### config.mk
export PLATFORM = sky130hd
export DESIGN_NAME = usb_fifo_bridge
export DESIGN_NICKNAME = d
export VERILOG_FILES = /design/src/rtl/simps_usb_pkg.sv /design/src/rtl/sync_2ff.sv /design/src/rtl/usb_fifo_bridge.sv
export SDC_FILE = /design/constraint.sdc
export NUM_CORES = 1
export LEC_CHECK = 0
export BUFFER_PORTS_ARGS = -buffer_cell sky130_fd_sc_hd__buf_2
export CAP_MARGIN = 20
export CORE_MARGIN = 1.5
export CORE_UTILIZATION = 35
export CTS_CLUSTER_DIAMETER = 120
export DETAILED_ROUTE_END_ITERATION = 7
export GPL_ROUTABILITY_DRIVEN = 0
export PLACE_DENSITY = 0.57
export SYNTH_ARGS = -nofsm -noshare
export SYNTH_HDL_FRONTEND = slang
export SYNTH_SLANG_ARGS = --single-unit
### constraint.sdc
create_clock -name clk -period 3.1 [get_ports clk]
set_input_delay 0.465 -clock clk [delete_from_list [all_inputs] [get_ports clk]]
set_output_delay 0.465 -clock clk [all_outputs]
set_load 0.01 [all_outputs]
### src/rtl/simps_usb_pkg.sv
`default_nettype none
// ============================================================================
//  Package     : simps_usb_pkg
//  Description : Shared types and timing defaults for the FT245-style USB
//                FIFO bridge (state encoding, direction, counter width).
//  Revision    : 1.0 - initial release
// ============================================================================
package simps_usb_pkg;

  // Timing defaults, all in clk cycles at 25 MHz
  localparam int RD_PULSE_CLKS_DFLT = 2;
  localparam int WR_PULSE_CLKS_DFLT = 2;
  localparam int RECOVER_CLKS_DFLT  = 3;
  localparam int SYNC_STAGES_DFLT   = 2;
  localparam int TX_RD_LATENCY_DFLT = 2;

  // Width of the shared phase down-counter; comfortably covers all timings
  localparam int CNT_W = 8;

  typedef enum logic [2:0] {
    IDLE      = 3'd0,
    RD_STROBE = 3'd1,
    TX_FETCH  = 3'd2,
    WR_SETUP  = 3'd3,
    WR_STROBE = 3'd4,
    WR_HOLD   = 3'd5,
    RECOVER   = 3'd6
  } usb_state_t;

  typedef enum logic {
    DIR_RX = 1'b0,
    DIR_TX = 1'b1
  } usb_dir_t;

endpackage
`default_nettype wire

### src/rtl/sync_2ff.sv
`default_nettype none
// ============================================================================
//  Module      : sync_2ff
//  Description : STAGES-deep flip-flop synchroniser for a single asynchronous
//                level, with a parameterised reset value.
//  Revision    : 1.0 - initial release
// ============================================================================
module sync_2ff #(
  parameter int   STAGES    = 2,
  parameter logic RESET_VAL = 1'b1
) (
  input  logic clk,
  input  logic reset,
  input  logic d,
  output logic q
);

  logic [STAGES-1:0] r_chain;

  generate
    if (STAGES == 1) begin : g_single
      // Single-stage capture of the asynchronous level
      always_ff @(posedge clk or posedge reset) begin
        if (reset) r_chain <= RESET_VAL;
        else       r_chain <= d;
      end
    end else begin : g_multi
      // Shift the asynchronous level through the chain, oldest at the top
      always_ff @(posedge clk or posedge reset) begin
        if (reset) r_chain <= {STAGES{RESET_VAL}};
        else       r_chain <= {r_chain[STAGES-2:0], d};
      end
    end
  endgenerate

  assign q = r_chain[STAGES-1];

endmodule
`default_nettype wire

### src/rtl/usb_fifo_bridge.sv
`default_nettype none
// ============================================================================
//  Module      : usb_fifo_bridge
//  Description : Byte mover between an FT245-style asynchronous USB FIFO chip
//                and the on-chip rx/tx FIFOs. One byte per transaction, with
//                round-robin arbitration when both directions are pending.
//  Revision    : 1.0 - initial release
// ============================================================================
module usb_fifo_bridge
  import simps_usb_pkg::*;
#(
  parameter int RD_PULSE_CLKS = RD_PULSE_CLKS_DFLT,
  parameter int WR_PULSE_CLKS = WR_PULSE_CLKS_DFLT,
  parameter int RECOVER_CLKS  = RECOVER_CLKS_DFLT,
  parameter int SYNC_STAGES   = SYNC_STAGES_DFLT,
  parameter int TX_RD_LATENCY = TX_RD_LATENCY_DFLT
) (
  input  logic        clk,
  input  logic        reset,
  input  logic        usb_rxf_n,
  input  logic        usb_txe_n,
  input  logic [7:0]  usb_d_in,
  output logic [7:0]  usb_d_out,
  output logic        usb_d_oe,
  output logic        usb_rd_n,
  output logic        usb_wr,
  output logic        rx_wr_en,
  output logic [7:0]  rx_wr_data,
  input  logic        rx_full,
  output logic        tx_rd_en,
  input  logic [7:0]  tx_rd_data,
  input  logic        tx_empty,
  output logic [15:0] rx_count,
  output logic [15:0] tx_count,
  output logic        busy
);

  usb_state_t       r_state, w_state_nxt;
  usb_dir_t         r_last_dir, r_cur_dir, w_cur_dir_nxt;
  logic [CNT_W-1:0] r_cnt, w_cnt_nxt;

  logic w_rxf_sync_n, w_txe_sync_n;
  logic w_rx_req, w_tx_req, w_cnt_done;
  logic w_rd_done, w_fetch_done, w_wr_done, w_rec_done;

  logic        r_rd_n, r_wr, r_oe, r_rx_wr_en, r_tx_rd_en, r_busy;
  logic [7:0]  r_d_out, r_rx_wr_data;
  logic [15:0] r_rx_count, r_tx_count;

  // Chip status flags are asynchronous; both synchronisers reset to inactive
  sync_2ff #(.STAGES(SYNC_STAGES), .RESET_VAL(1'b1)) u_sync_rxf (
    .clk   (clk),
    .reset (reset),
    .d     (usb_rxf_n),
    .q     (w_rxf_sync_n)
  );

  sync_2ff #(.STAGES(SYNC_STAGES), .RESET_VAL(1'b1)) u_sync_txe (
    .clk   (clk),
    .reset (reset),
    .d     (usb_txe_n),
    .q     (w_txe_sync_n)
  );

  // Phase length loaded into the shared down-counter on entry to a state.
  // TX_FETCH spans the pop cycle plus the FIFO read latency.
  function automatic logic [CNT_W-1:0] cnt_load(input usb_state_t s);
    logic [CNT_W-1:0] v;
    v = '0;
    case (s)
      RD_STROBE: v = CNT_W'(RD_PULSE_CLKS - 1);
      TX_FETCH:  v = CNT_W'(TX_RD_LATENCY);
      WR_STROBE: v = CNT_W'(WR_PULSE_CLKS - 1);
      RECOVER:   v = CNT_W'(RECOVER_CLKS - 1);
      default:   v = '0;
    endcase
    return v;
  endfunction

  // Next-state, arbitration and phase-completion decode
  always_comb begin
    w_state_nxt   = r_state;
    w_cur_dir_nxt = r_cur_dir;
    w_rd_done     = 1'b0;
    w_fetch_done  = 1'b0;
    w_wr_done     = 1'b0;
    w_rec_done    = 1'b0;
    w_rx_req      = !w_rxf_sync_n && !rx_full;
    w_tx_req      = !w_txe_sync_n && !tx_empty;
    w_cnt_done    = (r_cnt == '0);

    case (r_state)
      IDLE: begin
        // When both sides are pending, serve the one not served last
        if (w_rx_req && (!w_tx_req || r_last_dir == DIR_TX)) begin
          w_state_nxt   = RD_STROBE;
          w_cur_dir_nxt = DIR_RX;
        end else if (w_tx_req) begin
          w_state_nxt   = TX_FETCH;
          w_cur_dir_nxt = DIR_TX;
        end
      end
      RD_STROBE: begin
        if (w_cnt_done) begin
          w_state_nxt = RECOVER;
          w_rd_done   = 1'b1;
        end
      end
      TX_FETCH: begin
        if (w_cnt_done) begin
          w_state_nxt  = WR_SETUP;
          w_fetch_done = 1'b1;
        end
      end
      WR_SETUP: w_state_nxt = WR_STROBE;
      WR_STROBE: begin
        if (w_cnt_done) begin
          w_state_nxt = WR_HOLD;
          w_wr_done   = 1'b1;
        end
      end
      WR_HOLD: w_state_nxt = RECOVER;
      RECOVER: begin
        if (w_cnt_done) begin
          w_state_nxt = IDLE;
          w_rec_done  = 1'b1;
        end
      end
      default: w_state_nxt = IDLE;
    endcase

    // Reload on every state change, otherwise count down and park at zero
    if (w_state_nxt != r_state) begin
      w_cnt_nxt = cnt_load(w_state_nxt);
    end else if (!w_cnt_done) begin
      w_cnt_nxt = r_cnt - CNT_W'(1);
    end else begin
      w_cnt_nxt = r_cnt;
    end
  end

  // State register
  always_ff @(posedge clk or posedge reset) begin
    if (reset) r_state <= IDLE;
    else       r_state <= w_state_nxt;
  end

  // Phase counter and round-robin direction memory
  always_ff @(posedge clk or posedge reset) begin
    if (reset) begin
      r_cnt      <= '0;
      r_cur_dir  <= DIR_TX;
      r_last_dir <= DIR_TX;
    end else begin
      r_cnt     <= w_cnt_nxt;
      r_cur_dir <= w_cur_dir_nxt;
      if (w_rec_done) r_last_dir <= r_cur_dir;
    end
  end

  // Strobes and bus enable registered from the next state so they line up
  // exactly with the state they belong to and never glitch at the pins
  always_ff @(posedge clk or posedge reset) begin
    if (reset) begin
      r_rd_n       <= 1'b1;
      r_wr         <= 1'b0;
      r_oe         <= 1'b0;
      r_d_out      <= 8'h00;
      r_rx_wr_en   <= 1'b0;
      r_rx_wr_data <= 8'h00;
      r_tx_rd_en   <= 1'b0;
      r_busy       <= 1'b0;
    end else begin
      r_rd_n     <= (w_state_nxt != RD_STROBE);
      r_wr       <= (w_state_nxt == WR_STROBE);
      r_oe       <= (w_state_nxt == WR_SETUP) || (w_state_nxt == WR_STROBE) ||
                    (w_state_nxt == WR_HOLD);
      r_tx_rd_en <= (w_state_nxt == TX_FETCH) && (r_state != TX_FETCH);
      r_rx_wr_en <= w_rd_done;
      r_busy     <= (w_state_nxt != IDLE);
      if (w_rd_done)    r_rx_wr_data <= usb_d_in;
      if (w_fetch_done) r_d_out      <= tx_rd_data;
    end
  end

  // Transfer counters, free-running with natural 16-bit wrap
  always_ff @(posedge clk or posedge reset) begin
    if (reset) begin
      r_rx_count <= 16'h0000;
      r_tx_count <= 16'h0000;
    end else begin
      if (w_rd_done) r_rx_count <= r_rx_count + 16'd1;
      if (w_wr_done) r_tx_count <= r_tx_count + 16'd1;
    end
  end

  assign usb_rd_n   = r_rd_n;
  assign usb_wr     = r_wr;
  assign usb_d_oe   = r_oe;
  assign usb_d_out  = r_d_out;
  assign rx_wr_en   = r_rx_wr_en;
  assign rx_wr_data = r_rx_wr_data;
  assign tx_rd_en   = r_tx_rd_en;
  assign rx_count   = r_rx_count;
  assign tx_count   = r_tx_count;
  assign busy       = r_busy;

endmodule
`default_nettype wire

==> metrics.md <==
| Metric | Value |
|---|---|
| Die Y | 99.1 um |
| Initial drt markers | 130 |
| First drt pass iteration count | 4 |
| Final wirelength | 6.59 mm |
| P_leak | around 2 nW |
| GRT Total Usage | 14.3% |
| Post-Synth XOR/XNOR Area | 9.75% |
| Dpl ws | 545 ps |
| Pwr/cell area | 773 nW/um^2 |
| Worst-path clk slew | 70 ps |
| # port buffers | 75 |
| Crit path setup slack, layout | 535 ps |
| Simple-Gate Fraction of Synth Area | 17.4% |
| Clk_lat worst skew | 340 ps |
| Ratio of final minimum period to clock period | 82.7% |
| Sequential area share after synthesis | 55.2% |
| Worst VDD drop | about 320 uV |
| RSZ-0062 raised after global routing | false |
| Worst Path Required | between 3000 and 4000 ps |
| Worst-margin pin slew | 764 ps |
| Largest net degree at the start of global routing | 37 |
| Syn-to-layout area delta | 20.1% |
| Initial antenna violation count | 0 |
| Worst path slowest cell | or3_1 |
| Via count | 2,336 |
| Commonest non-fill, non-tap cell in the layout | buf_2 |
| Syn Nets | 299 |
| R2R Setup Slk | 530 ps |
| Total congestion overflow | 0 |
| Full die area | roughly 9800 sq um |
| Clock Power Share | 21.4% |
| CTS tree | built |
| Post-DP HPWL | approximately 4.7 mm |
| Drt via density | 4.99 |
| Critical Path, Cell by Cell | inv_1 > ha_1 > nor3b_1 > nand2_2 > or3_1 > mux2_4 |
| Sw Ratio | between 30% and 40% |
| Adder-Cell Fraction of Synth Area | 1.16% |
| Num CTS Buffers | 9 |
| Crit path max fanout | 9 |
| Routed WL per cell | 14.1 um |
| Layout cells sized above 1 | 36.9% |
| Flop pwr share | 44.8% |
| Post-CTS Setup Inserts | 0 |
| Synth cell types | 49 |
| Yosys warning count | 0 |
| Multiplexer area fraction after synthesis | around 7.5% |
| Power Internal | 0.00194 W |
| Async S/R FF share, synth | 100% |
| Max-Slew Margin vs Limit | between 40% and 50% |
| Fin Clk Skew | 7.76 ps |
| CTS H-tree depth | 3 |
| Antenna Violating Nets Remaining | 0 |
| Status | completed |
| Arr. time, crit path | 2790 ps |
| #FFs+latches synth | 71 |
| Initial Util | 36.6% |
| DIE WIDTH | 99.1 um |
| Hold Buf Count CTS | 0 |
| Number of flops mapped to enable cells by yosys | 0 |
| Crit start category | flop |
| Fin. Hold Viols | 0 |
| Clock Tree Buf Depth | 2 |
| Largest family of logic cells by synthesized area | simple AND/OR/NAND/NOR gates |
| Combinational power share | 33.9% |
| Final min period | roughly 2600 ps |
| Compound-Gate Fraction of Synth Area | 5.84% |
| Switching pwr | 0.00106 W |
| Critical path class | flop to flop |
| Max-Cap Viols | 0 |
| Total Power | roughly 0.0030 W |
| Drc violations | 0 |
| Ys flop type | dfrtp_1 |
| Max-slew violations | 0 |
| First-pass GRT wire length | approximately 11 mm |
| Post-cts gate resize count | 0 |
| I/O pin cnt | 76 |
| Most frequent cells in the layout | buf_2 (75), dfrtp_1 (64), nor2_1 (30) |
| Setup tns final | 0 ps |
| Final-stage net count | 380 |
| CP Capture Type | flop |
| CTS root buffer | clkbuf_8 |
| Max stage delay on crit path | 630 ps |
| Achievable Freq | ~390 MHz |
| Num rows | 34 |
| Core area | 8850 sq um |
| Mapped Avg Cell Area | 11.8 sq um |
| Cells after Synth | 274 |
| Finish-stage setup viols | 0 |
| Vias in the first global route | between 2,000 and 2,500 |
| Diode count | 0 |
| Worst hold path class | input pin to flop |
| Synth Cell Area | 3230 sq um |
| TritonCTS Sinks | 71 |
[power groups by stage]
stage	clock network [W]	registers [W]	logic, W
after floorplan	0	0.00136	0.000732
after CTS	0.000669	0.00134	0.00103
after detailed placement	0	0.00136	0.00103
final	0.000642	0.00134	0.00102
after global placement	0	0.00135	0.00101
after global routing	0.000704	0.00138	0.00114
[area by class of cell]
type,count,area [sq um]
Fill cell,875,4960
Sequential cell,71,1790
Multi-Input combinational cell,185,1350
Timing Repair Buffer,78,410
Clock buffer,12,145
Tap cell,108,135
Inverter,10,37.5
Clock inverter,4,22.5
[per-layer routing]
| metal | part of all wire, % | vias to the layer above | GRT usage (%) |
|---|---|---|---|
| li1 | - | 1123 | - |
| met1 | 48 | 1138 | 19.7 |
| met2 | 46 | 70 | 21.7 |
| met3 | 5.7 | 5 | 4.08 |
| met4 | 0.71 | 0 | 5.20 |
| met5 | 0 | - | 0 |
[metrics by stage]
stage	instances	cell area (sq um)	hold WS, ps	utilization, %
floorplan	274	3230	345	-
global placement	452	3720	350	42.0
detailed placement	452	3720	350	42.0
CTS	468	3880	195	43.9
global route	468	3880	200	43.9
finish	468	3880	216	43.9
[worst max-delay path: cells and delay by family (launching register included)]
kind | cells | cell delay [ps]
flip-flops | 1 | 430
adder cells (fa/ha/maj) | 1 | 200
buffers and inverters | 1 | 90
multiplexers | 1 | 380
AND/OR/NAND/NOR | 3 | 1350
[registers in the layout, summed over array words and instances, names as in the netlist, 2 cells and up]
register / flops
rx_wr_data: 8
r_cnt: 8
r_state: 3
usb_d_out: 8
u_sync_txe.r_chain: 2
u_sync_rxf.r_chain: 2
rx_count: 16
tx_count: 16
[final timing paths]
check | startpoint | endpoint | cells past startpoint
min in group asynchronous | reset | usb_d_out[4] | 2
hold / removal | usb_rxf_n | u_sync_rxf.r_chain[0] | 1
setup reg to reg | r_cnt[0] | usb_d_out[6] | 6
hold reg to reg | u_sync_rxf.r_chain[0] | u_sync_rxf.r_chain[1] | 0
max in group asynchronous | reset | r_cur_dir | 3
setup / recovery | r_cnt[0] | usb_d_out[6] | 6
[cell usage after synthesis (4+ instances only)]
cell type,instances,area (sq um)
inv_1,10,37.5
xnor2_1,17,149
nor2_1,30,113
and3_1,6,37.5
or3_1,4,25.0
nand3_1,10,50.1
dfstp_2,7,184
xor2_1,19,166
mux2_2,11,124
o21ai_0,5,25.0
mux2_4,8,120
dfrtp_1,64,1600
nand2_1,16,60.1
nand4_1,9,56.3
nor3_1,10,50.1
[cells by family after synthesis]
family | count (synthesis)
xor gates and xnor gates | 36
DFF | 71
buffers and inverters | 18
muxes | 19
and+or+nand+nor | 104
AOI/OAI and AO/OA | 23
adders and majority gates | 3
Note: power is estimated with default switching activity, not from simulation.
